$ cat src/rtl/count_seq_pkg.sv
// Shared types and constants for the count window sequencer.
// Build option: COINC_EN adds an all-channel coincidence beat to every drain.
package count_seq_pkg;

  typedef enum logic [1:0] {
    ST_IDLE,
    ST_COUNT,
    ST_FLUSH,
    ST_DONE
  } state_e;

  localparam int OUT_CH_W = 4;
  localparam int MAX_CH   = 8;

  function automatic int beats_per_drain(input int num_ch);
`ifdef COINC_EN
    return num_ch + 1;
`else
    return num_ch;
`endif
  endfunction

endpackage

$ cat src/rtl/sat_counter.sv
// Saturating event counter with clear. The sum output is the count including
// this cycle's increment, so a snapshot taken on the clearing edge loses nothing.
module sat_counter #(
  parameter int W = 24
) (
  input  logic         clk,
  input  logic         rst_n,
  input  logic         inc,
  input  logic         clr,
  input  logic         clr_inc,
  output logic [W-1:0] sum,
  output logic         sum_sat
);

  logic [W-1:0] count_q, count_d;
  logic         sat_q, sat_d;
  logic         at_max;

  // sat marks that at least one increment was dropped at full scale
  always_comb begin
    at_max  = (count_q == {W{1'b1}});
    sum     = count_q;
    if (inc && !at_max) sum = count_q + W'(1);
    sum_sat = sat_q | (inc & at_max);
    if (clr) begin
      count_d = W'(clr_inc);
      sat_d   = 1'b0;
    end else begin
      count_d = sum;
      sat_d   = sum_sat;
    end
  end

  always_ff @(posedge clk or negedge rst_n) begin
    if (!rst_n) begin
      count_q <= '0;
      sat_q   <= 1'b0;
    end else begin
      count_q <= count_d;
      sat_q   <= sat_d;
    end
  end

endmodule

$ cat src/rtl/count_window_sequencer.sv
// Counts shaped pulses over back-to-back windows and streams each window's
// snapshot out as valid/ready beats. Build option: COINC_EN (coincidence beat).
module count_window_sequencer
  import count_seq_pkg::*;
#(
  parameter int NUM_CH = 2,
  parameter int CNT_W  = 24,
  parameter int WIN_W  = 32,
  parameter int NWIN_W = 16
) (
  input  logic                clk,
  input  logic                rst_n,
  input  logic                start,
  input  logic                abort,
  input  logic [WIN_W-1:0]    window_len,
  input  logic [NWIN_W-1:0]   num_windows,
  input  logic [NUM_CH-1:0]   pulse,
  output logic                busy,
  output logic                win_tick,
  output logic                out_valid,
  input  logic                out_ready,
  output logic [NWIN_W-1:0]   out_win,
  output logic [OUT_CH_W-1:0] out_ch,
  output logic [CNT_W-1:0]    out_count,
  output logic                out_sat,
  output logic                overrun,
  output logic                done
);

  localparam int NBEAT = beats_per_drain(NUM_CH);
  localparam logic [OUT_CH_W-1:0] LAST_BEAT = OUT_CH_W'(NBEAT - 1);

  if (NUM_CH < 1 || NUM_CH > MAX_CH) begin : g_bad_num_ch
    $error("NUM_CH out of range");
  end

  state_e                         state_q, state_d;
  logic [WIN_W-1:0]               len_q, len_d;
  logic [WIN_W-1:0]               cyc_q, cyc_d;
  logic [NWIN_W-1:0]              nwin_q, nwin_d;
  logic [NWIN_W-1:0]              win_q, win_d;
  logic [NWIN_W-1:0]              snap_win_q, snap_win_d;
  logic [NBEAT-1:0][CNT_W-1:0]    snap_cnt_q, snap_cnt_d;
  logic [NBEAT-1:0]               snap_sat_q, snap_sat_d;
  logic                           drain_q, drain_d;
  logic [OUT_CH_W-1:0]            beat_q, beat_d;
  logic                           overrun_q, overrun_d;

  logic [NBEAT-1:0]               inc_vec;
  logic [NBEAT-1:0][CNT_W-1:0]    sum_vec;
  logic [NBEAT-1:0]               sum_sat_vec;
  logic counting, tick, last_win, hs, drain_end, load_ok, start_acc, clr;

  always_comb begin
    counting  = (state_q == ST_COUNT);
    tick      = counting && (cyc_q == len_q - WIN_W'(1));
    last_win  = (win_q == nwin_q - NWIN_W'(1));
    hs        = drain_q && out_ready;
    drain_end = hs && (beat_q == LAST_BEAT);
    load_ok   = !drain_q || drain_end;
    start_acc = (state_q == ST_IDLE) && start && !abort;
    clr       = abort || start_acc || tick;
    inc_vec   = '0;
    for (int i = 0; i < NUM_CH; i++) inc_vec[i] = pulse[i] & counting;
`ifdef COINC_EN
    inc_vec[NUM_CH] = (&pulse) & counting;
`endif
  end

  // Pulses on the boundary edge belong to the ending window, so a cleared
  // counter always restarts from zero.
  for (genvar g = 0; g < NBEAT; g++) begin : g_cnt
    sat_counter #(.W(CNT_W)) u_cnt (
      .clk     (clk),
      .rst_n   (rst_n),
      .inc     (inc_vec[g]),
      .clr     (clr),
      .clr_inc (1'b0),
      .sum     (sum_vec[g]),
      .sum_sat (sum_sat_vec[g])
    );
  end

  always_comb begin
    state_d    = state_q;
    len_d      = len_q;
    cyc_d      = cyc_q;
    nwin_d     = nwin_q;
    win_d      = win_q;
    snap_win_d = snap_win_q;
    snap_cnt_d = snap_cnt_q;
    snap_sat_d = snap_sat_q;
    drain_d    = drain_q;
    beat_d     = beat_q;
    overrun_d  = overrun_q;

    if (abort) begin
      state_d = ST_IDLE;
      drain_d = 1'b0;
      beat_d  = '0;
    end else begin
      if (hs) begin
        if (drain_end) begin
          drain_d = 1'b0;
          beat_d  = '0;
        end else begin
          beat_d = beat_q + OUT_CH_W'(1);
        end
      end
      // A window ending mid-drain is dropped so the pending snapshot stays intact
      if (tick) begin
        if (load_ok) begin
          snap_cnt_d = sum_vec;
          snap_sat_d = sum_sat_vec;
          snap_win_d = win_q;
          drain_d    = 1'b1;
          beat_d     = '0;
        end else begin
          overrun_d = 1'b1;
        end
      end

      case (state_q)
        ST_IDLE: begin
          if (start) begin
            len_d      = (window_len == '0) ? WIN_W'(1) : window_len;
            nwin_d     = num_windows;
            cyc_d      = '0;
            win_d      = '0;
            snap_win_d = '0;
            snap_cnt_d = '0;
            snap_sat_d = '0;
            drain_d    = 1'b0;
            beat_d     = '0;
            overrun_d  = 1'b0;
            state_d    = (num_windows == '0) ? ST_DONE : ST_COUNT;
          end
        end
        ST_COUNT: begin
          if (tick) begin
            cyc_d = '0;
            win_d = win_q + NWIN_W'(1);
            if (last_win) state_d = ST_FLUSH;
          end else begin
            cyc_d = cyc_q + WIN_W'(1);
          end
        end
        ST_FLUSH: begin
          if (!drain_d) state_d = ST_DONE;
        end
        default: state_d = ST_IDLE;
      endcase
    end
  end

  always_ff @(posedge clk or negedge rst_n) begin
    if (!rst_n) begin
      state_q    <= ST_IDLE;
      len_q      <= '0;
      cyc_q      <= '0;
      nwin_q     <= '0;
      win_q      <= '0;
      snap_win_q <= '0;
      snap_cnt_q <= '0;
      snap_sat_q <= '0;
      drain_q    <= 1'b0;
      beat_q     <= '0;
      overrun_q  <= 1'b0;
    end else begin
      state_q    <= state_d;
      len_q      <= len_d;
      cyc_q      <= cyc_d;
      nwin_q     <= nwin_d;
      win_q      <= win_d;
      snap_win_q <= snap_win_d;
      snap_cnt_q <= snap_cnt_d;
      snap_sat_q <= snap_sat_d;
      drain_q    <= drain_d;
      beat_q     <= beat_d;
      overrun_q  <= overrun_d;
    end
  end

  always_comb begin
    out_count = '0;
    out_sat   = 1'b0;
    for (int i = 0; i < NBEAT; i++) begin
      if (beat_q == OUT_CH_W'(i)) begin
        out_count = snap_cnt_q[i];
        out_sat   = snap_sat_q[i];
      end
    end
  end

  assign busy      = (state_q != ST_IDLE);
  assign done      = (state_q == ST_DONE);
  assign win_tick  = tick;
  assign out_valid = drain_q;
  assign out_ch    = beat_q;
  assign out_win   = snap_win_q;
  assign overrun   = overrun_q;

endmodule

$ cat config.mk
export PLATFORM = sky130hd
export DESIGN_NAME = count_window_sequencer
export DESIGN_NICKNAME = d
export VERILOG_FILES = /design/src/rtl/count_seq_pkg.sv /design/src/rtl/sat_counter.sv /design/src/rtl/count_window_sequencer.sv
export SDC_FILE = /design/constraint.sdc
export NUM_CORES = 1
export LEC_CHECK = 0
export ABC_CLOCK_PERIOD_IN_PS = 4000
export BUFFER_PORTS_ARGS = -buffer_cell sky130_fd_sc_hd__buf_2
export CAP_MARGIN = 25
export CORE_MARGIN = 5
export CORE_UTILIZATION = 54
export CTS_CLUSTER_DIAMETER = 100
export CTS_CLUSTER_SIZE = 14
export DETAILED_ROUTE_END_ITERATION = 8
export PLACE_DENSITY = 0.86
export SLEW_MARGIN = 20
export SYNTH_ARGS = -nofsm -noshare
export SYNTH_HDL_FRONTEND = slang
export SYNTH_SLANG_ARGS = --single-unit
$ cat constraint.sdc
create_clock -name clk -period 4 [get_ports clk]
set_input_delay 1 -clock clk [delete_from_list [all_inputs] [get_ports clk]]
set_output_delay 1 -clock clk [all_outputs]
set_load 0.1 [all_outputs]
==> flow_summary.ini, run 1 <==
[cells_and_area]
final_layout_size_suffix_gt1_frac = 0.2315
utilization = 0.6402
fin_cells = 1619
regArea_um2 = 5505
n_antenna_cell = 0
fillers = 1732
multi_input_area_um2 = 6306
layout.nets = 1407
area_growth_pct = 16.86
most-common-layout-cells = dfrtp_1, nor2_1, buf_2
mostFrequentLayoutCell = dfrtp_1

[global_route]
overflow = 0
grt_use_total = 0.2507
grt_antenna_before_repair = 0
grt_pass1_vias = 9952
grt_pass1_wl_um = 51190
grt_max_degree = 94

[timing]
finalHoldViolCount = 0
final.setup.tns_ns = -0.4088
fin_crit_sh = 1.102
min_period_ns = 4.409
tightest_slew_ns = 1.252
max_slew_margin = 0.1623
setup_viol_count_final = 1
slew_violations = 0
final.setup.worst_slack_ns = -0.4088
fin_skew_ns = 0.01843
fmax_ghz = 0.2268
rsz0062_at_grt = true

[critical_path]
r2r-end = win_q[7]$_DFFE_PN0P_
crit_path_max_fanout = 7
required_ns = 3.00
crit_slowest_cell = or4_4
critPathLaunchType = register
crit_path_frequent_cell = or4_4
crit_type = register to output pin
timing.reg2reg.setup_slack_ns = 0.01
critPathCaptureType = output pin
r2r_start = len_q[1]$_DFFE_PN0P_
crit_chain = inv_2 > ha_4 > nor4b_4 > nand2_1 > or4_4 > a22oi_2 > nand3_1 > or4_4 > nor4_4 > buf_12
arrival_ns = 3.41
max_stage_delay_ns = 0.57
reg2reg_depth = 12

[clocking]
root_buffer = clkbuf_16
clkTransAtPathRegs_ns = 0.07
clockBufferDepth = 3
cts_tree = yes
cts.sinks = 220
h-tree-depth = 1
clk_latency_ns = 0.51
cts_buffers = 19

[logic_synthesis]
avgSynthCellArea_um2 = 9.818
synthArstFlopShare = 1.000
yosys_warnings = 0
syn-num-nets = 1282
ys_ff_latch = 220
ys.flop_type = dfrtp_1
syn_inst = 1214
synth_edf_count = 0
synth.distinct_cells = 67
ys_seq_area_frac = 0.4619
synth.cell_area_um2 = 11920

[routing]
final_antenna_net_count = 0
routed_wirelength_um = 32220
num_vias = 10080
wire_per_inst_um = 19.90
vias_per_cell = 6.226
drt_drc_violations_left = 0
drt-initial-drc-count = 764
dr.pass1.iters = 5

[power]
ir_drop_uv = 402.6
pwr-share-clk = 0.293
combPwrFrac = 0.256
p_per_area_nw_per_um2 = 417.4
intPower_uw = 3904
power.switching_uw = 1910
power_frac_seq = 0.451
sw_frac_of_total = 0.3285
leakage_uw = 0.006008

[placed_design]
hpwl_um = 22830
io_buffers = 104
place.gp.congestion = 1.014
dpl_worst_slack_ns = -0.01618
dp.cells = 1589

[floorplanning]
ios = 105
initial_core_util = 0.5478
rows = 54
die_h_um = 158.6
die_area_um2 = 25140
core-area_um2 = 21760
die_w_um = 158.6

[outcome]
status = finished, violations left
violations = negative setup slack

[min_path]
hold_class = input port to async pin

[run]
max_cap_viol_count = 0
synthesized netlist by cell type (6+ instances only):
master | count | share of area
a21oi_1 | 37 | 0.016
a22o_1 | 41 | 0.030
and2_1 | 8 | 0.0042
and3_1 | 18 | 0.0094
and4_1 | 9 | 0.0066
clkbuf_1 | 52 | 0.016
dfrtp_1 | 220 | 0.46
ha_1 | 13 | 0.014
inv_1 | 32 | 0.010
mux2_2 | 43 | 0.041
mux2i_1 | 10 | 0.0084
nand2_1 | 89 | 0.028
nand3_1 | 53 | 0.022
nand4_1 | 21 | 0.011
nor2_1 | 130 | 0.041
nor3_1 | 42 | 0.018
nor3b_1 | 6 | 0.0038
nor4_1 | 36 | 0.019
nor4b_1 | 6 | 0.0044
o21ai_0 | 34 | 0.014
o22a_1 | 6 | 0.0044
o2bb2ai_1 | 42 | 0.031
o31ai_1 | 17 | 0.011
or3_1 | 10 | 0.0052
or4_1 | 27 | 0.017
xnor2_1 | 68 | 0.050
xor2_1 | 62 | 0.046
how the worst max path moves through the flow:
stage	slack [ns]	depth (start not counted)	from	to
after floorplan	-0.33	9	len_q[0]$_DFFE_PN0P_	win_tick
after global placement	0.1	12	len_q[1]$_DFFE_PN0P_	win_q[11]$_DFFE_PN0P_
after detailed placement	-0.02	12	len_q[1]$_DFFE_PN0P_	win_q[15]$_DFFE_PN0P_
after CTS	-0.42	10	len_q[1]$_DFFE_PN0P_	win_tick
after global routing	-0.57	10	len_q[1]$_DFFE_PN0P_	win_tick
final	-0.41	10	len_q[1]$_DFFE_PN0P_	win_tick
metrics by stage:
stage	hold slack, ns	area [um2]	total power (uW)
final	0.4820	13930	5813
after floorplan	0.4565	11980	3582
after detailed placement	0.4742	13100	4085
after CTS	0.4941	13640	5807
after global placement	0.4718	13100	4049
after global routing	0.5082	13930	6084
power by group through the flow:
stage | Combinational (uW) | Clock [uW] | Sequential [uW]
5_1_grt | 1610 | 1830 | 2650
4_1_cts | 1450 | 1740 | 2610
3_3_place_gp | 1410 | 0 | 2640
3_5_place_dp | 1430 | 0 | 2660
2_1_floorplan | 1020 | 0 | 2560
6_report | 1490 | 1700 | 2620
state kept, by name (all words and copies together), names as in the netlist:
signal	count
cyc_q	32
g_cnt.u_cnt.count_q	48
g_cnt.u_cnt.sat_q	2
len_q	32
nwin_q	16
out_ch	4
out_valid	1
out_win	16
overrun	1
snap_cnt_q	48
snap_sat_q	2
state_q	2
win_q	16
final cells by class:
type                       instances  area share
tap                              280     0.02515
sequential                       220      0.3953
timing repair buffer             167     0.08130
clock inverter                     2    0.002785
multi-input combinational        899      0.4527
clock buffer                      19     0.03414
inverter                          32    0.008624
worst max-delay path: cells and delay by family (launching register included):
kind	cells	cell delay, ns
and+or+nand+nor	6	1.84
buffers and inverters	2	0.31
DFF	1	0.41
adders and majority gates	1	0.17
AOI/OAI and AO/OA	1	0.18
cell families (layout without fill, tap and decap cells):
| group | Yosys count | after routing | synth area share |
|---|---|---|---|
| mux | 53 | 53 | 0.04902 |
| simple gates | 484 | 484 | 0.2126 |
| fa+ha+maj | 13 | 13 | 0.01365 |
| compound gates | 219 | 219 | 0.1345 |
| buf+inv | 95 | 220 | 0.03286 |
| xor+xnor | 130 | 130 | 0.09553 |
| flops | 220 | 220 | 0.4619 |
routing by layer:
| metal | part of all wire | up-vias | global-route usage |
|---|---|---|---|
| met5 | 0 | - | 0 |
| met4 | 0.029 | 0 | 0.07433 |
| met3 | 0.065 | 83 | 0.03697 |
| met2 | 0.48 | 385 | 0.4124 |
| met1 | 0.42 | 4949 | 0.3465 |
| li1 | - | 4663 | - |
what timing repair did:
item                       4_1_cts  5_1_grt
buffers inserted                 2        5
hold endpoints to repair         0        0
hold buffers                     0        0
pin swaps                        0       23
gates cloned                     0        2
setup endpoints to repair       12       86
gates resized for setup          4       45
Power figures use the tool's default switching activity.
==> inputs of run 2 (changes only) <==
Settings changed: SETUP_SLACK_MARGIN set to 0.02.
==> run 2 against run 1 <==
  * The flow still finishes with violations (negative setup slack)
  * Sequential cell count unchanged
  * Global-route usage about the same
  * Power about the same
  * Clock power about the same
  * Maximum frequency decreased by 0.27%
  * Count of clock-buffer cells in the layout unchanged
  * Via count decreased by 0.26%
  * Final area increased by 0.28%
  * Critical path type unchanged
  * Critical endpoint unchanged
  * Largest power group unchanged
  * Highest routed layer unchanged
==> flow_summary.ini, run 2 (synthesis gave the netlist of run 1 again) <==
[critical_path]
reg2reg_depth = 13
critPathCaptureType = output pin
crit_path_max_fanout = 7
timing.reg2reg.setup_slack_ns = 0
required_ns = 3.00
crit_chain = inv_2 > ha_4 > nor4b_4 > nand2_1 > or4_4 > a22oi_2 > nand3_1 > or4_4 > nor4_4 > buf_12
crit_path_frequent_cell = or4_4
arrival_ns = 3.42
crit_slowest_cell = or4_4
critPathLaunchType = register
max_stage_delay_ns = 0.57
crit_type = register to output pin

[clocking]
root_buffer = clkbuf_16
clockBufferDepth = 3
clkTransAtPathRegs_ns = 0.07
h-tree-depth = 1
cts_buffers = 19
clk_latency_ns = 0.50
cts.sinks = 220
cts_tree = yes
holdBufCountCts = 0

[routing]
wire_per_inst_um = 19.94
final_antenna_net_count = 0
num_vias = 10050
routed_wirelength_um = 32270
dr.pass1.iters = 7
vias_per_cell = 6.214
drt-initial-drc-count = 666
drt_drc_violations_left = 0

[placed_design]
place.gp.congestion = 1.014
io_buffers = 104
hpwl_um = 22830
dp.cells = 1589

[timing]
tightest_slew_ns = 1.379
setup_viol_count_final = 3
max_slew_margin = 0.07759
final.setup.worst_slack_ns = -0.4207
fin_skew_ns = 0.01761
slew_violations = 0
fin_crit_sh = 1.105
min_period_ns = 4.421
rsz0062_at_grt = true
final.setup.tns_ns = -0.4249
fmax_ghz = 0.2262
finalHoldViolCount = 0

[floorplanning]
die_area_um2 = 25140
initial_core_util = 0.5478
core-area_um2 = 21760
rows = 54
die_h_um = 158.6
ios = 105
die_w_um = 158.6

[cells_and_area]
fillers = 1724
mostFrequentLayoutCell = dfrtp_1
area_growth_pct = 17.18
n_antenna_cell = 0
most-common-layout-cells = dfrtp_1, nor2_1, buf_2
fin_cells = 1618
top_regs = g_cnt.u_cnt.count_q: 48 flops, snap_cnt_q: 48 flops
layout.nets = 1406
final_layout_size_suffix_gt1_frac = 0.2392
utilization = 0.6420

[global_route]
grt_pass1_wl_um = 51200
grt_antenna_before_repair = 0
grt_use_met2 = 0.4114
grtUsageMet3 = 0.03778
overflow = 0
grt_use_total = 0.2508
gr-max-usage-layer = met2
grtUsageMet1 = 0.3458
grt_pass1_vias = 9959
grt_max_degree = 94

[power]
power_frac_seq = 0.450
intPower_uw = 3905
ir_drop_uv = 404.1
leakage_uw = 0.006004
sw_frac_of_total = 0.3287
p_per_area_nw_per_um2 = 416.5
power.switching_uw = 1912
pwr-share-clk = 0.292
combPwrFrac = 0.258

[outcome]
violations = negative setup slack
status = finished, violations left

[min_path]
hold_class = input port to async pin

[run]
max_cap_viol_count = 0
## run 2: changes by cell type in the layout (fill, tap and decap cells not counted), sizes merged
cell,delta
buf,-1
## run 2: routing by layer
metal,vias to the layer above,part of all wire
met5,-,0
met4,0,0.032
met3,85,0.070
met2,400,0.48
met1,4920,0.42
li1,4649,-
## run 2: path summary, 6_finish.rpt
check / startpoint / endpoint
max: len_q[1]$_DFFE_PN0P_ / win_tick
min: rst_n / out_ch[2]$_DFF_PN0_
max reg2reg: len_q[1]$_DFFE_PN0P_ / win_q[6]$_DFFE_PN0P_
min reg2reg: snap_cnt_q[20]$_DFFE_PN0N_ / snap_cnt_q[20]$_DFFE_PN0N_
max in group asynchronous: rst_n / nwin_q[9]$_DFFE_PN0P_
min in group clk: snap_cnt_q[20]$_DFFE_PN0N_ / snap_cnt_q[20]$_DFFE_PN0N_
## run 2: per-stage QoR
step	total power (uW)	setup WS, ns	area, um2	hold WS [ns]
global route	6096	-0.5659	13970	0.5082
global placement	4049	0.09950	13100	0.4718
finish	5817	-0.4207	13970	0.4886
CTS	5807	-0.4208	13650	0.4941
floorplan	3582	-0.3296	11980	0.4565
detailed placement	4085	-0.01618	13100	0.4742
## run 2: critical path, delay by kind of cell, from the launching register on
kind | cells | cell delay, ns
flip-flops | 1 | 0.41
adder cells (fa/ha/maj) | 1 | 0.17
AO/OA/AOI/OAI | 1 | 0.18
buffers and inverters | 2 | 0.31
AND/OR/NAND/NOR | 6 | 1.85
## run 2: what timing repair did
item | 4_1_cts | 5_1_grt
pin swaps | 0 | 24
setup endpoints to repair | 14 | 47
buffers inserted | 2 | 4
cloned | 0 | 2
gates resized for setup | 5 | 57
## run 2: area by class of cell
class,instances,area (um2),share of cell area
multi-input cells,899,6352,0.4548
flip-flops and latches,220,5505,0.3942
repair buffers,166,1125,0.08053
clock buffers,19,475.5,0.03404
well taps,280,350.3,0.02508
inverters,32,120.1,0.008600
clock inverters,2,38.79,0.002777
## run 2: power groups by stage
stage	Sequential [uW]	Clock [uW]	Combinational [uW]
after floorplan	2560	0	1020
after global placement	2640	0	1410
after CTS	2610	1740	1450
after global routing	2650	1830	1620
final	2620	1700	1500
after detailed placement	2660	0	1430
